**src/rtl/ahb_dma_xfer_ctrl.sv**
```systemverilog
// ahb_dma_xfer_ctrl: single-channel DMA transfer sequencer.
// Runs a read-then-write ping-pong of single beats. One data word is buffered
// between the read and write phases. Source and destination addresses advance
// by the transfer size after each accepted beat.
// Optional feature macro: AHB_DMA_1K_BOUNDARY_EN enables the brk_1k output,
// which flags a 1 KB boundary crossing. Without it, brk_1k is tied low.
module ahb_dma_xfer_ctrl #(
  parameter int CNT_W = 12
) (
  input  logic             clk,
  input  logic             rst,
  input  logic             ch_load,
  input  logic [31:0]      src_addr_in,
  input  logic [31:0]      dst_addr_in,
  input  logic [CNT_W-1:0] tot_sz,
  input  logic [2:0]       size,
  input  logic             src_inc,
  input  logic             dst_inc,
  input  logic             ch_abort,
  input  logic             beat_rd_done,
  input  logic [31:0]      rd_data,
  input  logic             beat_wr_done,
  output logic [31:0]      src_addr,
  output logic [31:0]      dst_addr,
  output logic [31:0]      wr_data,
  output logic [CNT_W-1:0] remaining,
  output logic             rd_req,
  output logic             wr_req,
  output logic             busy,
  output logic             done,
  output logic             err,
  output logic             brk_1k
);

  typedef enum logic [1:0] {S_IDLE, S_RD, S_WR, S_DONE} state_t;

  state_t           r_state;
  state_t           w_state_nxt;
  logic [31:0]      r_src;
  logic [31:0]      r_dst;
  logic [31:0]      r_wdata;
  logic [CNT_W-1:0] r_rem;
  logic [1:0]       r_size;
  logic             r_src_inc;
  logic             r_dst_inc;
  logic             r_err;
  logic             w_load_ok;
  logic             w_load_bad;
  logic             w_rd_acc;
  logic             w_wr_acc;
  logic [31:0]      w_src_nxt;
  logic [31:0]      w_dst_nxt;

  // The increment is split into two 16-bit halves with an explicit carry
  // between them. The result matches a plain 32-bit add modulo 2^32.
  function automatic logic [31:0] addr_inc(input logic [31:0] a, input logic [1:0] sz);
    logic [16:0] lo;
    logic [15:0] hi;
    lo = {1'b0, a[15:0]} + (17'd1 << sz);
    hi = a[31:16] + {15'd0, lo[16]};
    return {hi, lo[15:0]};
  endfunction

  // State register.
  always_ff @(posedge clk) begin
    if (rst) r_state <= S_IDLE;
    else     r_state <= w_state_nxt;
  end

  // Next-state decode and beat-acceptance qualifiers; abort wins over strobes.
  always_comb begin
    w_state_nxt = r_state;
    w_load_ok   = 1'b0;
    w_load_bad  = 1'b0;
    w_rd_acc    = 1'b0;
    w_wr_acc    = 1'b0;
    case (r_state)
      S_IDLE: begin
        if (ch_load) begin
          if (size <= 3'd2) begin
            w_load_ok   = 1'b1;
            w_state_nxt = (tot_sz == '0) ? S_DONE : S_RD;
          end else begin
            w_load_bad  = 1'b1;
          end
        end
      end
      S_RD: begin
        if (ch_abort) begin
          w_state_nxt = S_IDLE;
        end else if (beat_rd_done) begin
          w_rd_acc    = 1'b1;
          w_state_nxt = S_WR;
        end
      end
      S_WR: begin
        if (ch_abort) begin
          w_state_nxt = S_IDLE;
        end else if (beat_wr_done) begin
          w_wr_acc    = 1'b1;
          w_state_nxt = (r_rem <= CNT_W'(1)) ? S_DONE : S_RD;
        end
      end
      default: begin
        w_state_nxt = S_IDLE;
      end
    endcase
  end

  // Next address values, shared by the address registers and boundary detect.
  always_comb begin
    w_src_nxt = r_src;
    w_dst_nxt = r_dst;
    if (w_load_ok) begin
      w_src_nxt = src_addr_in;
      w_dst_nxt = dst_addr_in;
    end else begin
      if (w_rd_acc && r_src_inc) w_src_nxt = addr_inc(r_src, r_size);
      if (w_wr_acc && r_dst_inc) w_dst_nxt = addr_inc(r_dst, r_size);
    end
  end

  // Job registers: addresses, counter, buffered data and latched job settings.
  always_ff @(posedge clk) begin
    if (rst) begin
      r_src     <= '0;
      r_dst     <= '0;
      r_wdata   <= '0;
      r_rem     <= '0;
      r_size    <= '0;
      r_src_inc <= 1'b0;
      r_dst_inc <= 1'b0;
      r_err     <= 1'b0;
    end else begin
      r_src <= w_src_nxt;
      r_dst <= w_dst_nxt;
      r_err <= w_load_bad;
      if (w_load_ok) begin
        r_rem     <= tot_sz;
        r_size    <= size[1:0];
        r_src_inc <= src_inc;
        r_dst_inc <= dst_inc;
      end else if (w_wr_acc) begin
        r_rem     <= r_rem - CNT_W'(1);
      end
      if (w_rd_acc) r_wdata <= rd_data;
    end
  end

`ifdef AHB_DMA_1K_BOUNDARY_EN
  logic r_rd_seen;
  logic r_wr_seen;
  logic r_brk;
  logic w_rd_seen_nxt;
  logic w_wr_seen_nxt;

  // A break applies only after the first beat of a phase, and only at a 1 KB boundary.
  always_comb begin
    w_rd_seen_nxt = w_load_ok ? 1'b0 : (r_rd_seen | w_rd_acc);
    w_wr_seen_nxt = w_load_ok ? 1'b0 : (r_wr_seen | w_wr_acc);
  end

  // Boundary flag, registered alongside the address it refers to.
  always_ff @(posedge clk) begin
    if (rst) begin
      r_rd_seen <= 1'b0;
      r_wr_seen <= 1'b0;
      r_brk     <= 1'b0;
    end else begin
      r_rd_seen <= w_rd_seen_nxt;
      r_wr_seen <= w_wr_seen_nxt;
      r_brk     <= ((w_state_nxt == S_RD) && (w_src_nxt[9:0] == 10'd0) && w_rd_seen_nxt) ||
                   ((w_state_nxt == S_WR) && (w_dst_nxt[9:0] == 10'd0) && w_wr_seen_nxt);
    end
  end

  assign brk_1k = r_brk;
`else
  assign brk_1k = 1'b0;
`endif

  assign src_addr  = r_src;
  assign dst_addr  = r_dst;
  assign wr_data   = r_wdata;
  assign remaining = r_rem;
  assign rd_req    = (r_state == S_RD);
  assign wr_req    = (r_state == S_WR);
  assign busy      = (r_state == S_RD) || (r_state == S_WR);
  assign done      = (r_state == S_DONE);
  assign err       = r_err;

endmodule

```
**config.mk**
```make
export PLATFORM = sky130hd
export DESIGN_NAME = ahb_dma_xfer_ctrl
export DESIGN_NICKNAME = d
export VERILOG_FILES = /design/src/rtl/ahb_dma_xfer_ctrl.sv
export SDC_FILE = /design/constraint.sdc
export NUM_CORES = 1
export LEC_CHECK = 0
export ABC_AREA = 1
export CORE_AREA = 2 2 156 188
export DETAILED_ROUTE_END_ITERATION = 8
export DIE_AREA = 0 0 158 190
export PLACE_DENSITY = 0.49
export SYNTH_ARGS = -nofsm -noshare
export SYNTH_HDL_FRONTEND = slang
export SYNTH_SLANG_ARGS = --single-unit
```
**constraint.sdc**
```tcl
create_clock -name clk -period 3.1 [get_ports clk]
set_clock_uncertainty 0.05 [all_clocks]
set_input_delay 0.62 -clock clk [delete_from_list [all_inputs] [get_ports clk]]
set_output_delay 0.62 -clock clk [all_outputs]
set_load 0.005 [all_outputs]
```
==> results of run 1 <==
[area by class of cell]
class / instances / area (um^2) / area share
clock inverter: 13 / 150.1 / 0.01464
timing repair buffer: 265 / 2600 / 0.2536
multi-input combinational: 743 / 3875 / 0.3779
inverter: 103 / 386.6 / 0.03771
sequential: 115 / 2307 / 0.2250
clock buffer: 19 / 452.9 / 0.04417
tap: 385 / 481.7 / 0.04698
[sequential cells by signal (all words and copies together), names as in the netlist]
signal	flops
err	1
r_src_inc	1
src_addr	32
r_state	2
dst_addr	32
remaining	12
r_dst_inc	1
r_size	2
wr_data	32
[how the worst max path moves through the flow]
stage,startpoint,to,slack (ns),cells after the start
floorplan,r_size[1]$_SDFFE_PP0P_,src_addr[24]$_SDFFE_PP0P_,0.25,18
global placement,r_size[0]$_SDFFE_PP0P_,src_addr[28]$_SDFFE_PP0P_,0.13,19
detailed placement,r_size[0]$_SDFFE_PP0P_,src_addr[28]$_SDFFE_PP0P_,0.009,19
CTS,r_size[1]$_SDFFE_PP0P_,dst_addr[28]$_SDFFE_PP0P_,0.04,20
global route,r_size[0]$_SDFFE_PP0P_,dst_addr[29]$_SDFFE_PP0P_,-0.03,18
finish,r_size[0]$_SDFFE_PP0P_,dst_addr[28]$_SDFFE_PP0P_,0.16,18
[stage by stage]
stage | setup slack, ns | setup TNS [ns]
detailed placement | 0.009212 | 0
floorplan | 0.2549 | 0
finish | 0.1615 | 0
global placement | 0.1264 | 0
CTS | 0.04296 | 0
global route | -0.03232 | -0.09565
[power groups by stage]
stage               registers (uW)  clock network [uW]  logic, uW
floorplan                     1690                   0        453
finish                        1690                2050        963
CTS                           1680                2120        967
global route                  1700                2180       1070
detailed placement            1710                   0        959
global placement              1710                   0        961
[repair_timing]
item,CTS,global route
setup buffers,0,7
setup endpoints to repair,6,14
gates resized for setup,4,31
pin swaps,0,8
[metal layers]
metal	wire length, um	GRT usage	up-vias
met3	1799	0.05285	25
li1	-	-	3823
met1	10690	0.1990	3408
met5	13	0	-
met2	12060	0.2843	207
met4	376	0.04955	2
[cell families (layout without fill, tap and decap cells)]
group	count (synthesis)	count (layout)	share of synthesized area
other	1	1	0.0005634
adder cells (fa/ha/maj)	18	18	0.03609
AND/OR/NAND/NOR	518	518	0.3414
multiplexers	1	1	0.001504
buffers and inverters	149	400	0.09492
XOR/XNOR	9	9	0.01184
flip-flops	115	115	0.3459
AO/OA/AOI/OAI	196	196	0.1679
[worst max-delay path: cells and delay by family (launching register included)]
family	cells	cell delay, ns
buffers and inverters	2	0.24
AND/OR/NAND/NOR	11	1.48
flip-flops	1	0.34
adder cells (fa/ha/maj)	4	0.62
AO/OA/AOI/OAI	1	0.11
[cells in the final DEF, fill, tap and decap left out, drive strengths merged, types with 2 or more instances in the layout]
master / synthesis / final
nor2: 154 / 154
fa: 2 / 2
a211oi: 2 / 2
xor2: 6 / 6
nand4: 18 / 18
a21oi: 63 / 63
xnor2: 3 / 3
nand2: 223 / 223
o31ai: 3 / 3
o21a: 4 / 4
inv: 101 / 105
or2: 4 / 4
o311ai: 3 / 3
nor4: 5 / 5
nor3: 32 / 32
ha: 16 / 16
clkinvlp: 0 / 5
bufinv: 0 / 2
dfxtp: 115 / 115
clkbuf: 19 / 19
buf: 27 / 35
clkdlybuf4s50: 0 / 230
o211ai: 17 / 17
o221ai: 5 / 5
o21ai: 84 / 84
nand3: 72 / 72
nand3b: 8 / 8
nor3b: 2 / 2
clkinv: 2 / 4
a31oi: 8 / 8
==> key figures, run 1 <==
Status
  – Outcome: finished clean

Power
  – Share of power burned in registers: 0.359
  – Clock group share of total power: 0.436
  – Switch Pwr: between 1000 and 1500 uW
  – Pint: approximately 3300 uW
  – Switch share: 0.2960
  – Worst vdd ir: around 300 uV
  – Static Leak: between 0.004 and 0.005 uW
  – P per Cell Area: about 460 nW/um^2
  – Power Total: 4700 uW
  – Logic pwr share: 0.205

Placed design
  – Placed cells: 1604
  – Input/output buffers: approximately 230
  – Routability cong.: 0.8224
  – HPWL Detailed: 18400 um
  – Post-DP Area: ~9400 um^2

STA
  – Rel. slew slack: 0.5732
  – Final number of max-transition violations: 0
  – Endpoints failing setup: 0
  – Worst Max-Slew Pin Slew: 0.6402 ns
  – Tcrit/Tclk final: 0.9479
  – Endpoints failing hold: 0
  – Fmax: 340.3 MHz
  – RSZ-0062 raised after global routing: true
  – Worst Hold Margin: approximately 0.45 ns
  – Tmin final: 2.939 ns

Synthesis
  – Unique masters post-synth: 50
  – Synth area leaders: dfxtp_1 (35%), nand2_1 (12%), nor2_1 (8.3%)
  – Synth warn: 0
  – Synth cell count leaders: nand2_1 (211), nor2_1 (148), dfxtp_1 (115)
  – Cells after synthesis: 1007
  – Most numerous cell in the Yosys netlist: nand2_1
  – Async SR Flop Fraction: 0
  – Yosys reg bits: ~120
  – Dominant cell type by area after synthesis: dfxtp_1
  – EDFF count, synth: 0
  – Synthesized area: 6656 um^2
  – Sequential element share of the synthesized area: 0.3459
  – Average size of a mapped cell: roughly 6.6 um^2
  – Share of the synthesized area in the top cell type: 0.3459
  – Most used DFF post-synth: dfxtp_1
  – Syn Nets: between 1000 and 1500

Worst setup path
  – Reg2reg end: dst_addr[28]$_SDFFE_PP0P_
  – Critical Path, Cell by Cell: nor2_4 -> ha_4 -> fa_2 -> nand4_1 -> nand2_2 -> nand3_4 -> nor4_4 -> buf_4 -> ha_4 -> ha_4 -> nand4_1 -> nor2_2 -> inv_2 -> nor2_4 -> nand3_1 -> nor2_1 -> o21a_1 -> nor2_1
  – Critical Path RT: 3.36 ns
  – Crit Path Max Fanout: 4
  – RR Startpoint: r_size[0]$_SDFFE_PP0P_
  – Cell mode on critical path: ha_4
  – Crit. End Element: flip-flop
  – R2R Setup Slk: between 0.15 and 0.2 ns
  – Reg2Reg Depth: 18
  – CP Data Arrival Time: roughly 3.2 ns
  – Crit Path Class: reg2reg
  – Crit-path slowest cell: dfxtp_2
  – CP peak stage delay: 0.34 ns
  – Crit start category: flip-flop

Global routing
  – Total global routing track utilization: 0.1666
  – First-pass GRT wire length: just under 40000 um
  – Initial antenna violation count: 2
  – Grt total ovfl: 0
  – Largest net degree at the start of global routing: 55
  – Number of global-route vias before repair: roughly 7400

Floorplan
  – Die area: approximately 30000 um^2
  – Rows: a little under 70
  – Core area: ~28000 um^2
  – Die Height: ~190 um
  – Die boundary width: between 150 and 200 um
  – IO Pins: between 200 and 250
  – Initial Utilization: 0.2342

Finish
  – Final nets: approximately 1400
  – Fillers: between 3000 and 4000
  – Share of layout cells above drive strength 1: 0.09857
  – Area grow syn2layout: 54.04%
  – # diodes: 0
  – Cell area after layout: 10250 um^2
  – Final core utilization: 0.3608
  – Non-filler instance count after layout: around 1600

Worst hold path
  – Worst hold endpoint: dst_addr[15]$_SDFFE_PP0P_
  – Worst min-delay path class: reg2reg
  – Hold path depth: 2
  – Worst hold start: dst_addr[15]$_SDFFE_PP0P_

Route
  – Routed wire length: around 25000 um
  – 1st-iter DRT viols: about 320
  – Vias per inst: roughly 4.5
  – WL/cell: 15.18 um
  – Pre-antenna DRT Iters: 5
  – Routed Antenna Nets: 0
  – Residual DRC: 0
  – Vias post-DR: ~7500

Clocking
  – Worst skew pair latency: roughly 0.42 ns
  – Clock root buffer master: clkbuf_16
  – Num CTS Buffers: 17
  – CTS tree: yes
  – Worst-path clk slew: 0.06 ns
  – Cts hold-fix bufs: 0
  – Clock net sink count: about 120
  – H-tree Lvls: 4
  – Clock Path Buffers: 2

Flow run
  – MaxCap Viol Count: 0
Power figures use the tool's default switching activity.
==> run 2, diff against run 1 <==
- CTS_CLUSTER_DIAMETER: not set -> 30
==> results of run 2 <==
Same layout as run 1: the final DEF is identical, and so are final timing and power.
==> run 3, diff against run 2 <==
- CTS_CLUSTER_DIAMETER: 30 -> 60
- HOLD_SLACK_MARGIN: not set -> 0.05
- SETUP_SLACK_MARGIN: not set -> 0.1
==> key figures, run 3 (synthesis results as in run 1) <==
Status
  – Outcome: finished clean

Route
  – Vias post-DR: 7498 (+0.44%)
  – 1st-iter DRT viols: 333 (+2.8%)
  – WL/cell: 15.26 um (+0.54%)
  – Routed Antenna Nets: 0 (unchanged)
  – Vias per inst: 4.561 (+0.38%)
  – Routed wire length: 25080 um (+0.60%)
  – Pre-antenna DRT Iters: 4 (-1)
  – Residual DRC: 0 (unchanged)

Finish
  – Most common cell after layout, fill and taps aside: clkdlybuf4s50_1
  – Most frequent cells in the layout: clkdlybuf4s50_1 (230), nand2_1 (207), nor2_1 (142)
  – Final nets: 1383 (+0.072%)
  – Area grow syn2layout: 55.40%
  – Final core utilization: 0.3640 (+0.003171)
  – # diodes: 0 (unchanged)
  – Non-filler instance count after layout: 1644 (+0.061%)
  – Fillers: 3081 (-0.48%)
  – Share of layout cells above drive strength 1: 0.1072 (+0.008659)

Floorplan
  – Die area: 30020 um^2 (unchanged)
  – Core area: 28420 um^2 (unchanged)
  – Die Height: 190 um (unchanged)
  – IO Pins: 233 (unchanged)
  – Rows: 68 (unchanged)
  – Initial Utilization: 0.2342 (unchanged)
  – Die boundary width: 158 um (unchanged)

Clocking
  – Num CTS Buffers: 17 (unchanged)
  – Clock root buffer master: clkbuf_16
  – Worst-path clk slew: 0.06 ns (about the same)
  – Clock net sink count: 115 (unchanged)
  – CTS tree: yes
  – H-tree Lvls: 4 (unchanged)
  – Clock Path Buffers: 2 (unchanged)
  – Worst skew pair latency: 0.42 ns (about the same)
  – Cts hold-fix bufs: 0 (unchanged)

STA
  – Endpoints failing hold: 0 (unchanged)
  – Setup TNS Final: 0 ns (unchanged)
  – Rel. slew slack: 0.5755 (+0.002265)
  – Fmax: 345.8 MHz (+1.6%)
  – RSZ-0062 raised after global routing: true
  – Endpoints failing setup: 0 (unchanged)
  – Tmin final: 2.891 ns (-0.04704 ns)
  – Worst Hold Margin: 0.4531 ns (-0.0003480 ns)
  – Worst Max-Slew Pin Slew: 0.6368 ns (-0.003398 ns)
  – Final number of max-transition violations: 0 (unchanged)
  – Tcrit/Tclk final: 0.9327 (-0.01517)

Power
  – Static Leak: 0.004046 uW (+0.66%)
  – P per Cell Area: 456.0 nW/um^2 (-0.52%)
  – Power Total: 4717 uW (+0.36%)
  – Worst vdd ir: 300.3 uV (+0.69%)

Global routing
  – Number of global-route vias before repair: 7459 (+0.24%)
  – Total global routing track utilization: 0.1668 (+0.0002382)
  – Grt total ovfl: 0 (unchanged)
  – Initial antenna violation count: 2 (unchanged)
  – Largest net degree at the start of global routing: 55 (unchanged)
  – First-pass GRT wire length: 39420 um (+0.14%)

Worst setup path
  – Crit Path Max Fanout: 4 (unchanged)
  – R2R Setup Slk: 0.21 ns (+0.05 ns)
  – CP Data Arrival Time: 3.12 ns (-0.08 ns)
  – Critical Path RT: 3.33 ns (-0.03 ns)
  – Crit. End Element: flip-flop
  – Crit start category: flip-flop
  – Crit Path Class: reg2reg

Placed design
  – Routability cong.: 0.8224 (unchanged)
  – Input/output buffers: 231 (unchanged)
  – Placed cells: 1604 (unchanged)
  – HPWL Detailed: 18400 um (unchanged)

Worst hold path
  – Worst min-delay path class: reg2reg

Flow run
  – MaxCap Viol Count: 0 (unchanged)
-- run 3: what timing repair did --
item | CTS | global route
pin swaps | 7 | 15
gates resized for setup | 22 | 30
setup buffers | 5 | 3
endpoints found under the setup margin | 11 | 19
-- run 3: where the power goes --
part	switching, uW	leakage (uW)	internal [uW]
sequential	111	0.000936	1580
clock	816	0.000279	1240
combinational	475	0.00283	499
total	1400	0.00405	3320
-- run 3: final cells by class --
| cell class | instances | area (um^2) | share of cell area |
|---|---|---|---|
| inverters | 103 | 386.6 | 0.03738 |
| multi-input cells | 743 | 3951 | 0.3820 |
| well taps | 385 | 481.7 | 0.04657 |
| flip-flops and latches | 115 | 2310 | 0.2233 |
| clock buffers | 19 | 452.9 | 0.04379 |
| repair buffers | 266 | 2611 | 0.2524 |
| clock inverters | 13 | 150.1 | 0.01452 |
-- run 3: stage by stage --
stage / setup slack (ns) / cell area (um^2)
3_3_place_gp: 0.1264 / 9448
2_1_floorplan: 0.2549 / 6656
4_1_cts: 0.06741 / 10180
3_5_place_dp: 0.009212 / 9448
5_1_grt: -0.005099 / 10340
6_report: 0.2085 / 10340
-- run 3: worst paths after layout --
path                              from                   endpoint  cells past startpoint
max reg2reg     r_size[1]$_SDFFE_PP0P_  src_addr[24]$_SDFFE_PP0P_                     19
min          dst_addr[15]$_SDFFE_PP0P_  dst_addr[15]$_SDFFE_PP0P_                      2
max             r_size[1]$_SDFFE_PP0P_  src_addr[24]$_SDFFE_PP0P_                     19
min reg2reg  dst_addr[15]$_SDFFE_PP0P_  dst_addr[15]$_SDFFE_PP0P_                      2
-- run 3: worst max-delay path: stages, from the launching register on --
cell and delay, ns:
dfxtp_4 0.36, nor2_4 0.11, buf_6 0.11, ha_4 0.13, fa_2 0.21, nand4_1 0.10
nand2_2 0.10, nand4_1 0.13, nor3_2 0.21, ha_2 0.23, ha_4 0.15, nand2_2 0.05
inv_2 0.08, nand2_4 0.05, nor2_4 0.13, nand2_2 0.08, nor2_4 0.14, nor2_2 0.05
a211oi_2 0.21, nor3_1 0.07
-- run 3: layer usage --
metal / up-vias / share of wire / GRT usage
met5: - / 0.00052 / 0
met4: 2 / 0.015 / 0.04920
met3: 27 / 0.073 / 0.05262
met2: 200 / 0.49 / 0.2856
met1: 3447 / 0.43 / 0.1989
li1: 3822 / - / -
==> variant 1: new RTL, settings of run 3 <==
Set the parameter `CNT_W` to 8 (it was 12).
--- a/src/rtl/ahb_dma_xfer_ctrl.sv
+++ b/src/rtl/ahb_dma_xfer_ctrl.sv
@@ -7,3 +7,3 @@
 module ahb_dma_xfer_ctrl #(
-  parameter int CNT_W = 12
+  parameter int CNT_W = 8
 ) (
Ports: changed (resized remaining and tot_sz); port bits go from 233 to 225. No check against the original RTL was run, so the function may have changed too.
==> variant 1 against run 3 <==
- design area down 6.0%
- total power down 19%
- combinational power down 5.0%
- critical endpoint is now src_addr[28]
- worst setup slack better by 28 ps
- area after synthesis down 3.0%
- hold slack worse by 23 ps
- first-iteration DRC count down 22%
- clock power down 39%
- critical path type unchanged
- non-clock buffer count down 3
- routed wire length down 3.4%
- core utilization down 2.2 points
- sequential cell count down 4
==> variant 1: results (changes against run 3) <==
Clock tree
  • Worst-Skew Late Latency: 370 ps (-50 ps)
  • Register clock-pin slew on the reported worst setup and hold paths: 90 ps (+30 ps)
  • H-tree depth: 3 (-1)
  • Post-CTS Resized: 0 (-100%)
  • Post-CTS setup buffers: 0 (-5)
  • TritonCTS buffer count: 9 (-8)

Synth
  • Synth cell types: 53 (+6.0%)
  • Syn avg cell area: 6.73 um2 (+1.9%)
  • Xor/xnor cell area share of the yosys netlist: 1.08% (-0.099 points)
  • Async S/R FF share, synth: 0% (unchanged)
  • Synth area leaders: dfxtp_1, nand2_1, nor2_1
  • Post-synth top cells: nand2_1, nor2_1, dfxtp_1
  • Post-Syn Nets: 1,092 (-4.5%)
  • Adder-Cell Fraction of Synth Area: 3.72% (+0.11 points)
  • Post-synthesis mux area share: 0% (-0.15 points)
  • Register area share after synthesis: 34.4% (-0.18 points)
  • Synth Area in Compound Gates: 18.7% (+1.9 points)

Pwr
  • Leakage: 0.00379 uW (-6.4%)
  • Peak VDD IR: 228 uV (-24%)
  • Clock share of power: 33.1% (-10 points)
  • Switching Share: 32.1% (+2.4 points)
  • Comb group: 924 uW (-5.0%)
  • Cell Int Power: 2580 uW (-22%)

Critical path
  • CP Max Fanout: 4 (unchanged)
  • Worst R2R Start: r_size[0]
  • CP Data Arrival Time: 3080 ps (-40 ps)
  • Worst path slowest cell: dfxtp_4

Placement
  • Gpl congestion: 0.835 (+1.5%)
  • Dpl cell area: 9200 um2 (-2.6%)
  • Placed Cells: 1,558 (-2.9%)
  • Post-DP HPWL: 17,600 um (-4.5%)
  • IO Port Bufs: 223 (-3.5%)

Routing
  • Routed met3 length: 1570 um (-14%)
  • Via density: 4.52 (-0.92%)
  • Wirelength, routed: 24,200 um (-3.4%)
  • Met2 WL: 11,700 um (-3.6%)
  • Number of remaining DRC errors: 0 (unchanged)
  • Iter 0 DRT Violations: 259 (-22%)
  • Vias: 7,126 (-5.0%)
  • WL met1: 10,600 um (-1.1%)

Global routing
  • Initial antenna violation count: 1 (-1)
  • First-pass GRT wire length: 38,000 um (-3.6%)
  • Global route overflow: 0 (unchanged)
  • GRT Util Overall: 16.1% (-0.63 points)
  • Largest net degree at the start of global routing: 60 (+9.1%)

Finish
  • Final nets: 1,320 (-4.6%)
  • N_diodes: 0 (unchanged)
  • Ratio of cells with drive above 1 in the final layout: 10.9% (+0.18 points)

Min path
  • Worst hold start: r_dst_inc

Timing
  • Relative slew slack: 53.9% (-3.6 points)

Status
  • Outcome: finished, final reports clean
==> variant 1: cell types whose count changed after synthesis, sizes merged, moves of 5 or more <==
cell	run 3	this run
nor2	154	137
nand2	223	214
nor3	32	26
o21ai	84	90
inv	101	96
nand4	18	11
==> variant 1: area by class of cell <==
cell class | instances | area (um2)
Fill cell | 3144 | 18700
Multi-Input combinational cell | 704 | 3780
Timing Repair Buffer | 263 | 2550
Sequential cell | 111 | 2230
Tap cell | 385 | 482
Inverter | 98 | 370
Clock buffer | 9 | 225
Clock inverter | 7 | 86.3
==> variant 1: logic make-up (layout without fill, tap and decap cells) <==
logic type                 after synthesis  in the layout
DFF                                    111            111
xor gates and xnor gates                 8              8
adders and majority gates               18             18
buffers and inverters                  144            377
and+or+nand+nor                        472            472
AOI/OAI and AO/OA                      205            205
other                                    1              1
==> variant 1: per-layer routing <==
| metal | vias up | global-route usage (%) |
|---|---|---|
| met2 | 161 | 27.3 |
| met5 | - | 0 |
| met4 | 2 | 4.61 |
| met1 | 3310 | 19.7 |
| met3 | 19 | 4.35 |
| li1 | 3634 | - |
==> variant 1: path summary, 6_finish.rpt <==
kind,end,slack (ps),depth (start not counted)
hold reg to reg,r_dst_inc,430,2
setup / recovery,src_addr[28],240,20
hold / removal,r_dst_inc,430,2
setup reg to reg,src_addr[28],240,20
==> variant 1: metrics by stage <==
step / worst slack, ps / utilization [%] / hold WS (ps)
3_5_place_dp: 65.3 / 32.4 / 420
5_1_grt: 70.0 / 34.2 / 463
2_1_floorplan: 244 / - / 406
6_report: 236 / 34.2 / 430
4_1_cts: 106 / 33.5 / 433
3_3_place_gp: 88.6 / 32.4 / 418
==> variant 2: new RTL, config.mk and constraints of run 3 <==
Without the edit above. Register the input `tot_sz` before use, without a reset. The logic sees it one clock later. The other inputs are not delayed to match.
--- a/src/rtl/ahb_dma_xfer_ctrl.sv
+++ b/src/rtl/ahb_dma_xfer_ctrl.sv
@@ -35,2 +35,8 @@
   typedef enum logic [1:0] {S_IDLE, S_RD, S_WR, S_DONE} state_t;
+
+  logic [CNT_W-1:0] tot_sz_q;
+
+  always_ff @(posedge clk) begin
+    tot_sz_q <= tot_sz;
+  end
 
@@ -81,3 +87,3 @@
             w_load_ok   = 1'b1;
-            w_state_nxt = (tot_sz == '0) ? S_DONE : S_RD;
+            w_state_nxt = (tot_sz_q == '0) ? S_DONE : S_RD;
           end else begin
@@ -138,3 +144,3 @@
       if (w_load_ok) begin
-        r_rem     <= tot_sz;
+        r_rem     <= tot_sz_q;
         r_size    <= size[1:0];
Check against the original RTL: not equivalent (Yosys sat finds a counterexample within 4 cycles, from zero or initial values and one cycle with rst high).
==> variant 2 against run 3 <==
- synthesized cell count grew 1.4%
- combinational power shrank 6.2%
- area after synthesis grew 3.1%
- hold slack lost 41 ps
- worst setup slack gained 47 ps
- maximum frequency grew 1.6%
- design area grew 1.4%
- via count grew 0.93%
- global-route usage grew 0.078 points
- routed wire length is essentially flat
- sequential cell count grew 12
- total power grew 2.2%
- critical endpoint unchanged
- largest cell class unchanged
- largest power group unchanged
==> variant 2: results (changes against run 3) <==
Synth
  • Synth cell types: 45 (-10%)
  • YS warnings: 0 (unchanged)
  • Xor/xnor cell area share of the yosys netlist: 1.28% (+0.092 points)
  • Main synth FF type: dfxtp_1
  • Synth area leaders: dfxtp_1, nand2_1, a21oi_1
  • Adder-Cell Fraction of Synth Area: 3.50% (-0.11 points)
  • Post-synth top cells: nand2_1, dfxtp_1, a21oi_1, inv_1, nor2_1
  • Post-Synthesis Cells: 1,021 (+1.4%)
  • Register area share after synthesis: 37.0% (+2.5 points)
  • Async S/R FF share, synth: 0% (unchanged)
  • Synth Area in Compound Gates: 17.9% (+1.2 points)
  • Post-Syn Nets: 1,158 (+1.2%)
  • Post-synthesis mux area share: 0% (-0.15 points)

Clock tree
  • Clock buffer depth: 2 (unchanged)
  • Worst-Skew Late Latency: 430 ps
  • Register clock-pin slew on the reported worst setup and hold paths: 60 ps (about the same)
  • H-tree depth: 4 (unchanged)
  • TritonCTS buffer count: 17 (unchanged)
  • Clk root buf: clkbuf_16

Pwr
  • Peak VDD IR: 343 uV (+14%)
  • Cell Int Power: 3520 uW (+6.3%)
  • Leakage: 0.00404 uW (-0.23%)

Routing
  • Via density: 4.58 (+0.38%)
  • Drt pass-1 iters: 5 (+1)
  • Drt wl/cell: 15.2 um (-0.56%)
  • Iter 0 DRT Violations: 310 (-6.9%)

Global routing
  • Met1 GRT Util: 19.6% (-0.32 points)
  • First-pass GRT wire length: 39,700 um (+0.66%)
  • Initial antenna violation count: 1 (-1)
  • Largest net degree at the start of global routing: 62 (+13%)
  • Grt met3 use: 5.56% (+0.30 points)
  • Number of global-route vias before repair: 7,567 (+1.4%)
  • GRT Util Overall: 16.8% (+0.078 points)
  • Met2 Resource Use GR: 29.2% (+0.62 points)

Placement
  • Post-DP HPWL: 18,100 um (-1.8%)
  • Gpl congestion: 0.797 (-3.1%)
  • Placed Cells: 1,620 (+1.0%)
  • IO Port Bufs: 231 (unchanged)

Finish
  • Final nets: 1,395 (+0.87%)
  • Ratio of cells with drive above 1 in the final layout: 9.23% (-1.5 points)
  • Fin cells: 1,653 (+0.55%)
  • N_diodes: 0 (unchanged)
  • FILL cells: 3,103 (+0.71%)

Critical path
  • CP Data Arrival Time: 3080 ps (-40 ps)
  • Worst path slowest cell: dfxtp_4
  • Slowest Stage Delay on Critical Path: 370 ps
  • CP Max Fanout: 6 (+2)

Timing
  • Hold Vio Cnt, Final: 0 (unchanged)
  • Tightest Pin Transition: 518 ps (-119 ps)

Status
  • Outcome: finished, final reports clean

Min path
  • Hold WC Path Type: reg2reg
[variant 2: routing by layer]
| metal | share of wire (%) | wire (um) |
|---|---|---|
| met5 | 0.044 | 11 |
| met3 | 7.8 | 1950 |
| met4 | 1.2 | 311 |
| met2 | 49 | 12300 |
| met1 | 42 | 10500 |
[variant 2: worst max-delay path, delay by kind of cell (launching register included)]
family / cells / cell delay (ps)
flip-flops: 1 / 370
adder cells (fa/ha/maj): 3 / 680
XOR/XNOR: 1 / 120
buffers and inverters: 1 / 60
AND/OR/NAND/NOR: 12 / 1190
AO/OA/AOI/OAI: 2 / 210
[variant 2: final timing paths]
check,depth (start not counted),startpoint,slack [ps],to
setup reg to reg,19,r_size[1],260,src_addr[24]
hold reg to reg,2,wr_data[14],410,wr_data[14]
hold / removal,2,wr_data[14],410,wr_data[14]
setup / recovery,19,r_size[1],260,src_addr[24]
[variant 2: cell type report]
cell class | instances | share of cell area, %
flip-flops and latches | 127 | 24.3
repair buffers | 266 | 25.0
multi-input cells | 745 | 36.8
clock inverters | 6 | 1.03
well taps | 385 | 4.59
inverters | 101 | 3.61
clock buffers | 23 | 4.65
[variant 2: what timing repair did]
item,in CTS,in global routing
pin swaps,8,7
endpoints found under the hold margin,0,0
gates resized for setup,30,11
endpoints found under the setup margin,9,19
hold buffers,0,0
buffers inserted,3,1
[variant 2: through the flow]
stage | cell area (um2) | setup WS, ps
after floorplan | 6860 | 219
after global placement | 9690 | 7.29
after detailed placement | 9690 | -108
after CTS | 10400 | 102
after global routing | 10500 | 59.6
final | 10500 | 255
[variant 2: power by group through the flow]
stage          Sequential (uW)  Combinational (uW)  Clock, uW
2_1_floorplan             1830                 437          0
3_3_place_gp              1850                 911          0
3_5_place_dp              1850                 910          0
4_1_cts                   1820                 926       2160
5_1_grt                   1830                1020       2230
6_report                  1820                 913       2090
